$ cat config.mk
export PLATFORM = sky130hd
export DESIGN_NAME = sram_ctrl_banked
export DESIGN_NICKNAME = d
export VERILOG_FILES = /design/src/rtl/sram_ctrl_banked.sv
export SDC_FILE = /design/constraint.sdc
export NUM_CORES = 1
export LEC_CHECK = 0
export ABC_AREA = 0
export CELL_PAD_IN_SITES_DETAIL_PLACEMENT = 2
export CELL_PAD_IN_SITES_GLOBAL_PLACEMENT = 2
export CORE_MARGIN = 1
export CORE_UTILIZATION = 17
export CTS_CLUSTER_DIAMETER = 80
export DETAILED_ROUTE_END_ITERATION = 12
export PLACE_DENSITY = 0.85
export SLEW_MARGIN = 20
export SYNTH_ARGS = -nofsm -noshare
export SYNTH_HDL_FRONTEND = slang
export SYNTH_SLANG_ARGS = --single-unit
$ cat constraint.sdc
create_clock -name clk_i -period 3.69 [get_ports clk_i]
set_input_delay 0.369 -clock clk_i [delete_from_list [all_inputs] [get_ports clk_i]]
set_output_delay 0.369 -clock clk_i [all_outputs]
set_load 0.01 [all_outputs]
$ cat src/rtl/sram_ctrl_banked.sv
// Multi-bank SRAM controller: parallel LFSR initialisation of all banks, host grant path, sticky escalation lock.
// Define SRAM_CTRL_BANKED_PERF_EN to add saturating read/write counters on rd_cnt_o/wr_cnt_o.
module sram_ctrl_banked #(
  parameter int NumBanks  = 2,
  parameter int Depth     = 1024,
  parameter int DataWidth = 39,
  parameter int LfsrWidth = 32,
  parameter logic [LfsrWidth-1:0] LfsrSeed = 32'hACE1_1234,
  parameter logic [LfsrWidth-1:0] LfsrPoly = 32'h8020_0003,
  localparam int AW  = $clog2(NumBanks*Depth),
  localparam int WAW = $clog2(Depth),
  localparam int BW  = (NumBanks > 1) ? $clog2(NumBanks) : 1
) (
  input  logic                          clk_i,
  input  logic                          rst_i,
  input  logic                          init_req_i,
  input  logic                          escalate_i,
  output logic                          init_done_o,
  output logic                          locked_o,
  input  logic                          req_i,
  input  logic                          we_i,
  input  logic [AW-1:0]                 addr_i,
  input  logic [DataWidth-1:0]          wdata_i,
  output logic                          gnt_o,
  output logic                          rvalid_o,
  output logic [DataWidth-1:0]          rdata_o,
  output logic                          rerror_o,
  output logic [NumBanks-1:0]           mem_req_o,
  output logic                          mem_we_o,
  output logic [WAW-1:0]                mem_addr_o,
  output logic [DataWidth-1:0]          mem_wdata_o,
  input  logic [NumBanks*DataWidth-1:0] mem_rdata_i,
  output logic [31:0]                   rd_cnt_o,
  output logic [31:0]                   wr_cnt_o
);

  typedef enum logic [1:0] {IDLE, INIT, READY, LOCK} state_t;

  state_t               r_state, w_state_next;
  logic [LfsrWidth-1:0] r_lfsr;
  logic [WAW-1:0]       r_cnt;
  logic                 r_rd_valid, r_rd_err;
  logic [BW-1:0]        r_rd_bank;

  logic                 w_host_go, w_rd_fire, w_err_fire, w_init_start, w_init_step;
  logic [BW-1:0]        w_bank;
  logic [NumBanks-1:0]  w_bank_sel;

  function automatic logic [LfsrWidth-1:0] lfsrStep(input logic [LfsrWidth-1:0] l);
    return (l >> 1) ^ (l[0] ? LfsrPoly : '0);
  endfunction

  assign w_bank     = BW'(addr_i >> WAW);
  assign w_bank_sel = NumBanks'(1) << w_bank;
  assign w_rd_fire  = w_host_go & ~we_i;

  always_ff @(posedge clk_i) begin
    if (rst_i) begin
      r_state    <= IDLE;
      r_lfsr     <= LfsrSeed;
      r_cnt      <= '0;
      r_rd_valid <= 1'b0;
      r_rd_err   <= 1'b0;
      r_rd_bank  <= '0;
    end else begin
      r_state    <= w_state_next;
      r_rd_valid <= w_rd_fire;
      r_rd_err   <= w_err_fire;
      if (w_rd_fire) r_rd_bank <= w_bank;
      if (w_init_start) begin
        r_lfsr <= LfsrSeed;
        r_cnt  <= '0;
      end else if (w_init_step) begin
        r_lfsr <= lfsrStep(r_lfsr);
        r_cnt  <= r_cnt + 1'b1;
      end
    end
  end

  // Escalation overrides every state: requests are still granted so the bus never hangs,
  // but no bank is touched and reads come back flagged as errors.
  always_comb begin
    w_state_next = r_state;
    w_host_go    = 1'b0;
    w_err_fire   = 1'b0;
    w_init_start = 1'b0;
    w_init_step  = 1'b0;
    gnt_o        = 1'b0;
    mem_req_o    = '0;
    mem_we_o     = 1'b0;
    mem_addr_o   = '0;
    mem_wdata_o  = '0;
    if (escalate_i || r_state == LOCK) begin
      w_state_next = LOCK;
      gnt_o        = req_i;
      w_err_fire   = req_i & ~we_i;
    end else begin
      case (r_state)
        IDLE: begin
          if (init_req_i) begin
            w_state_next = INIT;
            w_init_start = 1'b1;
          end
        end
        INIT: begin
          mem_req_o   = '1;
          mem_we_o    = 1'b1;
          mem_addr_o  = r_cnt;
          mem_wdata_o = DataWidth'(r_lfsr);
          w_init_step = 1'b1;
          if (r_cnt == WAW'(Depth-1)) w_state_next = READY;
        end
        READY: begin
          if (init_req_i) begin
            w_state_next = INIT;
            w_init_start = 1'b1;
          end else if (req_i) begin
            w_host_go   = 1'b1;
            gnt_o       = 1'b1;
            mem_req_o   = w_bank_sel;
            mem_we_o    = we_i;
            mem_addr_o  = addr_i[WAW-1:0];
            mem_wdata_o = wdata_i;
          end
        end
        default: ;
      endcase
    end
  end

  assign init_done_o = (r_state == READY);
  assign locked_o    = (r_state == LOCK);
  assign rvalid_o    = r_rd_valid | r_rd_err;
  assign rerror_o    = r_rd_err;
  assign rdata_o     = r_rd_valid ? mem_rdata_i[int'(r_rd_bank)*DataWidth +: DataWidth] : '0;

`ifdef SRAM_CTRL_BANKED_PERF_EN
  logic [31:0] r_rd_cnt, r_wr_cnt;
  logic        w_wr_fire;

  assign w_wr_fire = w_host_go & we_i;

  always_ff @(posedge clk_i) begin
    if (rst_i || w_init_start) begin
      r_rd_cnt <= '0;
      r_wr_cnt <= '0;
    end else begin
      if (w_rd_fire && r_rd_cnt != 32'hFFFF_FFFF) r_rd_cnt <= r_rd_cnt + 1'b1;
      if (w_wr_fire && r_wr_cnt != 32'hFFFF_FFFF) r_wr_cnt <= r_wr_cnt + 1'b1;
    end
  end

  assign rd_cnt_o = r_rd_cnt;
  assign wr_cnt_o = r_wr_cnt;
`else
  assign rd_cnt_o = '0;
  assign wr_cnt_o = '0;
`endif

endmodule

==> impl_metrics.tcl <==
set metrics [dict create \
    finalMaxSlewViolations 0 \
    slew_headroom_pct 34.1 \
    antenna_cells 0 \
    grt_max_degree 39 \
    crit_required_ps 3320 \
    ff2ff_setup_slack_ps 1230 \
    cts_sinks 47 \
    pin_count 294 \
    crit_arrival_ps 2570 \
    cts_setup_buffers 0 \
    layout.nets 843 \
    ys_async_sr_fraction_pct 0 \
    grt_pass1_vias 4290 \
    tightest_slew_ps 988 \
    hold_path_class "flip-flop to flip-flop" \
    area.sequential_sq_um 942 \
    fin_crit_sh_pct 79.7 \
    rsz0062_at_grt "no" \
    antenna_found_initial 1 \
    syn_area_per_cell_sq_um 7.39 \
    wirelength_mm 17.1 \
    setup-tns-final_ps 0 \
    p_total_mw 1.55 \
    synth-seq-cells 47 \
    num_rows 53 \
    fill_cells 2464 \
    synth.cell_area_sq_um 3680 \
    initial_utilization_pct 17.4 \
    endpoint_kind "output port" \
    insertion_delay_ps 290 \
    drv_cap 0 \
    finalHoldViolCount 0 \
    post-route-util_pct 29.1 \
    hold_start "r_lfsr[14]$_SDFFE_PP0P_" \
    power.density_nw_per_um2 252 \
    ant_nets 0 \
    hold-path-endpoint "r_lfsr[14]$_SDFFE_PP0P_" \
    grt_pass1_wl_mm 24.9 \
    cts_tree "done" \
    reg2reg_depth 7 \
    globalRoute.totalOverflow 0 \
    synth_edf_count 0 \
    synth-main-ff-cell "dfxtp_1" \
    yosysSeqAreaShare_pct 25.6 \
    reg2reg_from "r_state[1]$_SDFFE_PP0P_" \
    status "completed" \
    critPathKind "flip-flop to output port" \
    fin_skew_ps 3.21 \
    cts.repair.resized 0 \
    core_area_sq_um 21200 \
    die_h_microns 149 \
    drc_errors 0 \
    multi_input_area_sq_um 2340 \
    clk_path_buf_depth 2 \
    grtUsageTotal_pct 14.8 \
    syn2layout_area_growth_pct 67.2 \
    r2r-end "r_cnt[6]$_SDFFE_PP0P_" \
    dr.pass1.iters 4 \
    numPortBuffers 229 \
    root_buffer "clkbuf_16" \
    crit_path_start_kind "flip-flop" \
    viasPerCell 4.16 \
    clk_pin_slew_ps 70 \
    max_clock_freq_ghz 0.340 \
    ys_warn_count 0 \
    wl_per_cell_microns 17.5 \
    vias 4076 \
    numCtsBuffers 5 \
    h-tree-depth 2 \
    place_ws_ps 833 \
    layout-drive-gt1-share_pct 3.69 \
    dr.first_iter.drc_count 109 \
    min_delay_path_depth 2 \
    fin_crit_ps 2940 \
    postLayoutSetupSlackWorst_ps 751 \
    worst_ir_drop_vdd_mv 0.145 \
    p_leak_nw 2.15 \
    critPathMaxFanout 30 \
    dieArea_sq_um 22200 \
    syn_inst 498 \
    gp_congestion 0.798 \
    setup_viol 0 \
    synthDistinctLibCells 40 \
    dpl.hpwl_mm 14.0 \
    postCtsHoldBufs 0 \
    die_w_microns 149 \
]
[kinds of logic (layout without fill, tap and decap cells)]
family	Yosys count	after routing	share of synthesized area, %
flops	47	47	25.6
simple gates	213	213	27.4
mux	41	41	11.2
compound gates	75	75	13.7
buf+inv	105	249	17.7
xor+xnor	11	11	2.62
fa+ha+maj	5	5	1.70
other cells	1	64	0.102
[metrics by stage]
step | hold slack, ps | area, sq um | cells
floorplan | 446 | 3920 | 561
global placement | 463 | 6010 | 972
detailed placement | 475 | 6010 | 972
CTS | 483 | 6150 | 980
global route | 500 | 6150 | 980
finish | 481 | 6150 | 980
[cells in the mapped netlist, drive strengths merged, types with 2 or more instances]
cell    number  share of area (%)
a21oi       23                3.1
buf         81                 15
clkbuf      21                2.1
xnor2        7                1.7
nor4         2               0.51
nor3         5                1.1
a22oi       42                8.6
xor2         4               0.95
mux2i       41                 11
and3         8                1.4
ha           5                1.7
or2          3               0.51
nand3       15                2.0
o21a         2               0.41
nand4        3               0.51
nor2        62                6.3
nand2       68                6.9
and2         3               0.51
dfxtp       47                 26
a211oi       2               0.41
nor2b       39                6.6
inv          3               0.31
[power breakdown]
| group | switching (mW) | internal, mW | total, mW |
|---|---|---|---|
| combinational | 0.269 | 0.255 | 0.524 |
| clock | 0.199 | 0.251 | 0.450 |
| sequential | 0.0341 | 0.539 | 0.573 |
[flip-flops by register name, indices dropped and copies added, names as in the netlist]
signal / count
r_lfsr: 32
r_cnt: 10
r_state: 2
r_rd_bank: 1
r_rd_valid: 1
rerror_o: 1
[placed cells by master, fill, tap and decap left out, drive strengths merged, types with 4 or more instances in the layout]
cell type / n
clkdlybuf4s50: 229
nand2: 68
conb: 64
nor2: 62
dfxtp: 47
a22oi: 42
mux2i: 41
nor2b: 39
a21oi: 23
nand3: 15
buf: 9
and3: 8
xnor2: 7
clkbuf: 6
ha: 5
nor3: 5
xor2: 4
[metal layers]
layer | track usage [%] | vias up | wire length (microns)
met1 | 16.5 | 1916 | 6840
met5 | 0 | - | 13
met4 | 3.93 | 2 | 339
met3 | 3.67 | 14 | 1400
li1 | - | 1956 | -
met2 | 27.6 | 188 | 8510
[layout make-up]
cell class,instances,area share [%]
Clock buffer,6,2.10
Multi-Input combinational cell,409,38.0
Clock inverter,2,0.203
Tap cell,275,5.59
Inverter,3,0.183
Timing Repair Buffer,238,38.6
Sequential cell,47,15.3
[worst max-delay path by stage]
stage                                 start               to  cells after the start
finish              r_state[0]$_SDFFE_PP0P_  mem_wdata_o[12]                      6
global placement                      req_i  mem_wdata_o[37]                      6
CTS                 r_state[0]$_SDFFE_PP0P_  mem_wdata_o[12]                      6
detailed placement               escalate_i  mem_wdata_o[12]                      6
floorplan           r_state[0]$_SDFFE_PP0P_    mem_addr_o[0]                      7
global route        r_state[0]$_SDFFE_PP0P_   mem_wdata_o[2]                      6
[critical path: stages (launching register included)]
cell	delay, ps
dfxtp_1	420
inv_1	90
ha_1	320
nand2_1	420
buf_4	410
nor2_1	110
clkdlybuf4s50_1	490
(Power assumes the default switching activity.)
